<file path="src/rtl/l1_miss_ctrl.sv">
// l1_miss_ctrl: miss/refill sequencer for the two-way L1 data cache.
// Stalls the CPU on load misses and stores, refills a whole line word by
// word from the next level, forwards every store (write-through, no
// write-allocate) and keeps saturating load hit/miss counters.
module l1_miss_ctrl #(
    parameter int ADDR_WIDTH = 32,
    parameter int DATA_WIDTH = 32,
    parameter int LINE_SIZE  = 16,
    parameter int CNT_WIDTH  = 32
) (
    input  logic                  clk,
    input  logic                  rst,
    input  logic                  cpu_valid,
    input  logic                  cpu_we,
    input  logic [ADDR_WIDTH-1:0] cpu_addr,
    input  logic [DATA_WIDTH-1:0] cpu_w_data,
    output logic                  cpu_stall,
    input  logic                  cache_hit,
    output logic                  fill_en,
    output logic [ADDR_WIDTH-1:0] fill_addr,
    output logic [DATA_WIDTH-1:0] fill_data,
    output logic                  fill_mark_valid,
    output logic                  mem_req,
    output logic                  mem_we,
    output logic [ADDR_WIDTH-1:0] mem_addr,
    output logic [DATA_WIDTH-1:0] mem_w_data,
    input  logic                  mem_ready,
    input  logic [DATA_WIDTH-1:0] mem_r_data,
    output logic [CNT_WIDTH-1:0]  hit_count,
    output logic [CNT_WIDTH-1:0]  miss_count
);
    localparam int WORDS = LINE_SIZE / (DATA_WIDTH / 8);
    localparam int CW    = (WORDS > 1) ? $clog2(WORDS) : 1;
    localparam int BW    = $clog2(DATA_WIDTH / 8);
    localparam int OFF   = $clog2(LINE_SIZE);

    typedef enum logic [1:0] {IDLE, REFILL, DONE, WRITE} state_t;

    state_t                state;
    logic [CW-1:0]         word_cnt;
    logic [ADDR_WIDTH-1:0] line_base;
    logic [ADDR_WIDTH-1:0] st_addr;
    logic [DATA_WIDTH-1:0] st_data;
    logic [ADDR_WIDTH-1:0] word_addr;
    logic                  load_req;
    logic                  last_word;

    assign load_req  = cpu_valid && !cpu_we;
    assign word_addr = line_base + ADDR_WIDTH'({word_cnt, {BW{1'b0}}});
    assign last_word = (word_cnt == CW'(WORDS - 1));

    // Sequencer state, refill bookkeeping, store latch and saturating counters.
    always_ff @(posedge clk or posedge rst) begin
        if (rst) begin
            state      <= IDLE;
            word_cnt   <= '0;
            line_base  <= '0;
            st_addr    <= '0;
            st_data    <= '0;
            hit_count  <= '0;
            miss_count <= '0;
        end else begin
            case (state)
                IDLE: begin
                    if (load_req && cache_hit) begin
                        if (hit_count != '1) hit_count <= hit_count + CNT_WIDTH'(1);
                    end else if (load_req) begin
                        line_base <= {cpu_addr[ADDR_WIDTH-1:OFF], {OFF{1'b0}}};
                        word_cnt  <= '0;
                        if (miss_count != '1) miss_count <= miss_count + CNT_WIDTH'(1);
                        state     <= REFILL;
                    end else if (cpu_valid) begin
                        st_addr <= cpu_addr;
                        st_data <= cpu_w_data;
                        state   <= WRITE;
                    end
                end
                REFILL: begin
                    if (mem_ready) begin
                        word_cnt <= word_cnt + CW'(1);
                        if (last_word) state <= DONE;
                    end
                end
                // One settle cycle for the L1 arrays before the re-lookup.
                DONE:    state <= IDLE;
                WRITE:   if (mem_ready) state <= IDLE;
                default: state <= IDLE;
            endcase
        end
    end

    // Output decode; fills and stall release follow mem_ready in the same cycle.
    always_comb begin
        cpu_stall       = 1'b0;
        fill_en         = 1'b0;
        fill_addr       = '0;
        fill_data       = '0;
        fill_mark_valid = 1'b0;
        mem_req         = 1'b0;
        mem_we          = 1'b0;
        mem_addr        = '0;
        mem_w_data      = '0;
        case (state)
            IDLE: begin
                // Gated by rst so every output is quiet while reset is held.
                cpu_stall = !rst && cpu_valid && (cpu_we || !cache_hit);
            end
            REFILL: begin
                cpu_stall = 1'b1;
                mem_req   = 1'b1;
                mem_addr  = word_addr;
                if (mem_ready) begin
                    fill_en         = 1'b1;
                    fill_addr       = word_addr;
                    fill_data       = mem_r_data;
                    fill_mark_valid = last_word;
                end
            end
            DONE: cpu_stall = 1'b1;
            WRITE: begin
                mem_req    = 1'b1;
                mem_we     = 1'b1;
                mem_addr   = st_addr;
                mem_w_data = st_data;
                cpu_stall  = !mem_ready;
            end
            default: ;
        endcase
    end

endmodule

</file>
<file path="config.mk">
export PLATFORM = sky130hd
export DESIGN_NAME = l1_miss_ctrl
export DESIGN_NICKNAME = d
export VERILOG_FILES = /design/src/rtl/l1_miss_ctrl.sv
export SDC_FILE = /design/constraint.sdc
export NUM_CORES = 1
export LEC_CHECK = 0
export CORE_ASPECT_RATIO = 0.8
export CORE_MARGIN = 3
export CORE_UTILIZATION = 40
export DETAILED_ROUTE_END_ITERATION = 16
export PLACE_DENSITY = 0.76
export SYNTH_ARGS = -nofsm -noshare
export SYNTH_HDL_FRONTEND = slang
export SYNTH_SLANG_ARGS = --single-unit
</file>
<file path="constraint.sdc">
create_clock -name clk -period 4.55 [get_ports clk]
set_input_delay 0.455 -clock clk [delete_from_list [all_inputs] [get_ports clk]]
set_output_delay 0.455 -clock clk [all_outputs]
set_load 0.01 [all_outputs]
</file>
==> impl_results.md, run 1 <==
- Die Area: 21200 um2
- Data required, critical path: 4.09 ns
- Achievable clock frequency: 297 MHz
- Die W: 162 um
- CTS root buf: clkbuf_16
- Static Leakage: 0.00509 uW
- VDD IR max: 0.349 mV
- Worst Hold Endpoint: st_data[24]
- Die height: 131 um
- Cell family with most CP delay: buffers and inverters
- Final instance area: 11500 um2
- Ports: 299
- Placer Congestion: 0.822
- FF-to-FF End: miss_count[25]
- Max-slew violations: 0
- Placed cell areas: 10900 um2
- CTS H-Tree Depth: 4
- Setup ws final: 1.18 ns
- Uppermost layer routed: met4
- Max Cap Violations: 0
- Cell taking the most area after synthesis: dfrtp_1
- DRT met1 WL: 9.50 mm
- Relative slew margins: 31.7%
- Flops & latches, synth: 160
- Setup bufs post-CTS: 0
- Clock slew at reported path FFs: 0.06 ns
- Number of setup violations in the final report: 0
- Worst R2R Path Depth: 8
- FP Rows: 44
- Ys async rst share: 100%
- Ratio of cells with drive above 1 in the final layout: 11.1%
- Initial antenna violation count: 0
- Pin count of the biggest net entering global routing: 161
- Hold Path Depth: 1
- CP Buf/Inv Count: 3
- Setup Skew: 0.0108 ns
- Yosys cell types: 43
- Area delta synth->final: 47.5%
- CTS resizes: 0
- First-pass GRT wire length: 34.9 mm
- Top cells by area, synth: dfrtp_1 (51%), mux2_2 (9.8%), and3_1 (5.7%), nand2_1 (5.3%), xnor2_1 (4.2%)
- Clock Sinks: 160
- Initial Utilization: 41.8%
- Via-to-Cell Ratio: 5.11
- Wire length on met3: 2.10 mm
- Most common library cells after synthesis: dfrtp_1 (160), nand2_1 (109), and3_1 (71)
- EDFF count, synth: 0
- Critical Path Start Type: flop
- PD cells: 483 nW/um2
- Global Route Usage Sum: 21.0%
- RR Startpoint: state[1]
- Worst-Margin Slew: 1.03 ns
- Core footprint: 18600 um2
- DR pass1 iterations: 4
- Seq/Total Area, Yosys: 51.4%
- Remaining DRCs: 0
- Layout Nets: 1117
- Worst Path Arrival: 2.92 ns
- Fill count: 1577
- N_diodes: 0
- Hold/Removal Path Class: reg -> reg
- DR vias: 6507
- Hold_sp: st_data[24]
- Yosys top cell area share: 51.4%
- Tcrit/Tclk final: 74.1%
- Worst path max stage delay: 0.75 ns
- Clk_lat worst skew: 0.42 ns
- Post-synthesis cell count: 734
- Post-synth top flop: dfrtp_1
- CP Capture Type: output port
- Largest fanout on the critical path: 59
- Vias in the first global route: 6297
- Most frequent cell after synthesis: dfrtp_1
- DR WL/cell: 17.8 um
- Setup TNS: 0 ns
- Mapped Area: 7790 um2
- DRT antenna net count: 0
- Total wire length: 22.6 mm
- Final Hold Viols: 0
- Slowest-stage cell, CP: ha_2
- DP HPWL: 16.1 mm
- DP Worst Slack: 1.40 ns
- DR WL met2: 10.9 mm
- Min Tclk post-route: 3.37 ns
- Unrepaired setup endpoints after global routing: no
- GR Overflow Total: 0
- R2r setup slk: 1.63 ns
- Post-CTS Hold Buffers: 0
- Outcome: complete, no violations
- Clock tree buffer depth: 2
- Inserted Clock Buffers: 17
- DR iter-0 viols: 438
- Yosys warnings: 0
- IO buf count: 296
- Syn_area_per_cell: 10.6 um2
- Crit path kind: reg -> out
- TritonCTS clock tree: done
- Crit-path cells: inv_1 -> ha_2 -> buf_4 -> and3_1 -> clkdlybuf4s50_1
## worst reg2reg max path: cells and delay by family, from the launching register on
| kind | cells | cell delay (ns) |
|---|---|---|
| xor+xnor | 1 | 0.17 |
| flops | 1 | 0.40 |
| simple gates | 4 | 1.46 |
| buf+inv | 2 | 0.37 |
| fa+ha+maj | 1 | 0.46 |
## power by group
group	internal, uW	switching, uW
registers	1870	273
clock network	760	566
logic	1170	911
total	3800	1750
## kinds of logic (layout without fill, tap and decap cells)
group	Yosys count	in the layout	share of synthesized area (%)
xor gates and xnor gates	58	58	6.52
and+or+nand+nor	335	335	23.1
DFF	160	160	51.4
muxes	68	68	9.83
buffers and inverters	57	342	2.92
adders and majority gates	6	6	0.964
other	1	2	0.0482
AOI/OAI and AO/OA	49	49	5.16
## per-layer routing
layer  vias up  track usage, %
met4         0            3.91
met3        13            9.20
met1      3158            25.3
met5         -               0
met2       218            35.5
li1       3118               -
## placed cells by master (no fill, tap or decap), types with 4 or more instances in the layout
master and n:
a22o_1 30, and2_1 37, buf_4 4, ha_1 4, xor2_1 21, nand2_1 109, clkinvlp_4 4, clkbuf_16 17
nor3_1 9, clkinv_2 4, clkdlybuf4s50_1 295, nand4_1 20, o21ai_0 4, a211oi_1 4, inv_1 10, and3_1 71
mux2_2 68, nor4_1 7, nand3_1 33, dfrtp_1 160, and4_1 8, nor2_1 18, xnor2_1 37
## cell type report
class	count	area (um2)	share of cell area (%)
clock buffer	20	447	3.89
clock inverter	10	90.1	0.784
inverter	11	45.0	0.392
multi-input combinational	518	3580	31.1
sequential	160	4000	34.9
tap	253	317	2.76
timing repair buffer	301	3010	26.2
## how the worst max path moves through the flow
stage / start / endpoint / slack [ns] / cells after the start
detailed placement: cpu_valid / miss_count[25] / 1.40 / 7
CTS: state[1] / fill_addr[20] / 1.16 / 5
finish: state[1] / fill_addr[20] / 1.18 / 5
global route: state[1] / fill_addr[17] / 0.97 / 5
floorplan: rst / cpu_stall / 0.68 / 3
global placement: cpu_valid / miss_count[25] / 1.44 / 7
## flip-flops by register name, summed over array words and instances, names as in the netlist
| register | flops |
|---|---|
| state | 2 |
| hit_count | 32 |
| st_data | 32 |
| word_cnt | 2 |
| st_addr | 32 |
| miss_count | 32 |
| line_base | 28 |
## metrics by stage
stage,cells,power (uW),hold slack (ns),util [%]
3_5_place_dp,1243,4290,0.484,58.8
4_1_cts,1273,5620,0.499,61.7
5_1_grt,1273,5890,0.509,61.7
6_report,1273,5550,0.495,61.7
3_3_place_gp,1243,4220,0.478,58.8
2_1_floorplan,735,3230,0.460,-
Power figures use the tool's default switching activity.
==> run 2: changes to the inputs <==
==> constraint.sdc (replaced) <==
create_clock -name clk -period 2.9 [get_ports clk]
set_input_delay 0.29 -clock clk [delete_from_list [all_inputs] [get_ports clk]]
set_output_delay 0.29 -clock clk [all_outputs]
set_load 0.01 [all_outputs]
==> impl_results.md, run 2 (synthesized netlist as in run 1, its figures left out) <==
- First-pass GRT wire length: 35.5 mm (+1.7%)
- Commonest non-fill, non-tap cell in the layout: clkdlybuf4s50_1
- Final instance area: 11800 um2 (+2.4%)
- CTS H-Tree Depth: 4 (unchanged)
- Total wire length: 22.6 mm (-0.13%)
- Max-slew violations: 0 (unchanged)
- Initial Utilization: 41.8% (unchanged)
- Clock slew at reported path FFs: 0.07 ns (about the same)
- Switching pwr: 2820 uW (+61%)
- Core footprint: 18600 um2 (unchanged)
- Max Cap Violations: 0 (unchanged)
- Outcome: complete, no violations
- Ratio of cells with drive above 1 in the final layout: 12.6% (+1.6 points)
- Number of setup violations in the final report: 0 (unchanged)
- FP Rows: 44 (unchanged)
- Sw Ratio: 30.7% (-0.82 points)
- Initial antenna violation count: 0 (unchanged)
- Cell family with most CP delay: buffers and inverters
- Crit-path cells: ha_2 -> nor2b_1 -> nor2_1 -> o21ai_1 -> clkdlybuf4s50_1
- Critical Path Start Type: flop
- Relative slew margins: 42.1% (+10 points)
- Pin count of the biggest net entering global routing: 161 (unchanged)
- Hold/Removal Path Class: in -> reg
- Remaining DRCs: 0 (unchanged)
- Fill count: 1516 (-3.9%)
- DR WL/cell: 17.5 um (-1.4%)
- Slowest-stage cell, CP: clkdlybuf4s50_1
- Tcrit/Tclk final: 93.3%
- VDD IR max: 0.448 mV (+28%)
- Setup Skew: 0.0156 ns (+0.00482 ns)
- PD cells: 781 nW/um2 (+62%)
- Post-CTS Hold Buffers: 0 (unchanged)
- Ports: 299 (unchanged)
- CP Capture Type: output port
- Commonest cells after routing, fill and taps aside: clkdlybuf4s50_1 (295), dfrtp_1 (160), nand2_1 (109)
- Static Leakage: 0.00523 uW (+2.8%)
- Comb pwr share: 36.6% (-0.9 points)
- CTS root buf: clkbuf_16
- Placer Congestion: 0.811 (-1.3%)
- Inserted Clock Buffers: 17 (unchanged)
- Worst Path Arrival: 2.42 ns (-0.50 ns)
- Die height: 131 um (unchanged)
- Sequential Power Share: 36.7% (-1.9 points)
- Worst-Margin Slew: 0.868 ns (-0.157 ns)
- Clock Sinks: 160 (unchanged)
- Reg area: 4000 um2 (unchanged)
- DR vias: 6566 (+0.91%)
- N_diodes: 0 (unchanged)
- Layout Nets: 1132 (+1.3%)
- Die W: 162 um (unchanged)
- DP HPWL: 16.2 mm (+0.20%)
- Worst path max stage delay: 0.64 ns (-0.11 ns)
- Clk_lat worst skew: 0.42 ns (about the same)
- CTS resizes: 0 (unchanged)
- Vias in the first global route: 6323 (+0.41%)
- Placed cell areas: 11100 um2 (+1.4%)
- CP Buf/Inv Count: 1 (-2)
- GR Overflow Total: 0 (unchanged)
- Via-to-Cell Ratio: 5.09 (-0.42%)
- Final Hold Viols: 0 (unchanged)
- Min Tclk post-route: 2.71 ns
- Setup bufs post-CTS: 0 (unchanged)
- TritonCTS clock tree: done
- Area delta synth->final: 51.0%
- Global Route Usage Sum: 21.2% (+0.24 points)
- Largest fanout on the critical path: 25 (-58%)
- Unrepaired setup endpoints after global routing: no
- Setup TNS: 0 ns (unchanged)
- IO buf count: 296 (unchanged)
- Clock tree buffer depth: 2 (unchanged)
- Internal power: 6360 uW (+67%)
- Data required, critical path: 2.61 ns (-1.48 ns)
- Area occupied by multi-input gates: 3590 um2 (+0.28%)
- DR pass1 iterations: 5 (+1)
- DR iter-0 viols: 434 (-0.91%)
- DRT antenna net count: 0 (unchanged)
- Crit path kind: reg -> out
- Die Area: 21200 um2 (unchanged)
- Clock Power Share: 26.7% (+2.8 points)
- Achievable clock frequency: 370 MHz
## run 2: cell types whose count changed in the layout (fill, tap and decap cells not counted), moves of 2 or more
cell | before | now
buf_4 | 4 | 16
bufinv_16 | 1 | 4
buf_12 | 1 | 4
clkinv_2 | 4 | 1
clkbuf_8 | 1 | 3
## run 2: stage by stage
step / worst slack [ns] / util [%] / hold slack [ns] / power [uW] / cells
2_1_floorplan: -0.358 / - / 0.395 / 5070 / 735
3_3_place_gp: 0.284 / 59.6 / 0.478 / 6690 / 1258
3_5_place_dp: 0.234 / 59.6 / 0.480 / 6780 / 1258
4_1_cts: 0.0147 / 63.1 / 0.408 / 9250 / 1290
5_1_grt: 0.0414 / 63.2 / 0.423 / 9710 / 1290
6_report: 0.195 / 63.2 / 0.424 / 9180 / 1290
## run 2: layer usage
layer  part of all wire [%]  wire (um)  track usage, %  vias up
met5                      0          0               0        -
met4                    1.4        314            6.07        0
met3                    7.4       1680            6.93       18
met2                     47      10700            34.3      224
met1                     44       9900            27.7     3174
li1                       -          -               -     3150
## run 2: worst register-to-register path: cells and delay by family (launching register included)
| family | cells | cell delay, ns |
|---|---|---|
| flops | 1 | 0.40 |
| simple gates | 4 | 1.45 |
| buf+inv | 1 | 0.12 |
| xor+xnor | 1 | 0.19 |
| fa+ha+maj | 1 | 0.23 |
## run 2: path summary, 6_finish.rpt
| path | slack, ns | cells past startpoint | endpoint | startpoint |
|---|---|---|---|---|
| setup / recovery | 0.19 | 5 | cpu_stall | state[0] |
| hold reg to reg | 0.49 | 2 | line_base[28] | line_base[28] |
| hold / removal | 0.42 | 3 | line_base[18] | cpu_addr[18] |
| max in group asynchronous | 1.75 | 3 | st_data[6] | rst |
| setup reg to reg | 0.43 | 7 | miss_count[25] | state[1] |
| min in group asynchronous | 0.49 | 3 | miss_count[0] | rst |
## run 2: cell type report
class | instances | area share [%]
clock inverters | 11 | 1.51
inverters | 11 | 0.383
clock buffers | 21 | 4.00
multi-input cells | 518 | 30.5
repair buffers | 316 | 26.9
flip-flops and latches | 160 | 34.1
well taps | 253 | 2.69
## run 2: power by group through the flow
stage	Combinational (uW)	Clock, uW	Sequential [uW]
floorplan	1790	0	3280
finish	3360	2450	3370
global placement	3320	0	3370
global route	3650	2600	3450
detailed placement	3380	0	3400
CTS	3390	2500	3360
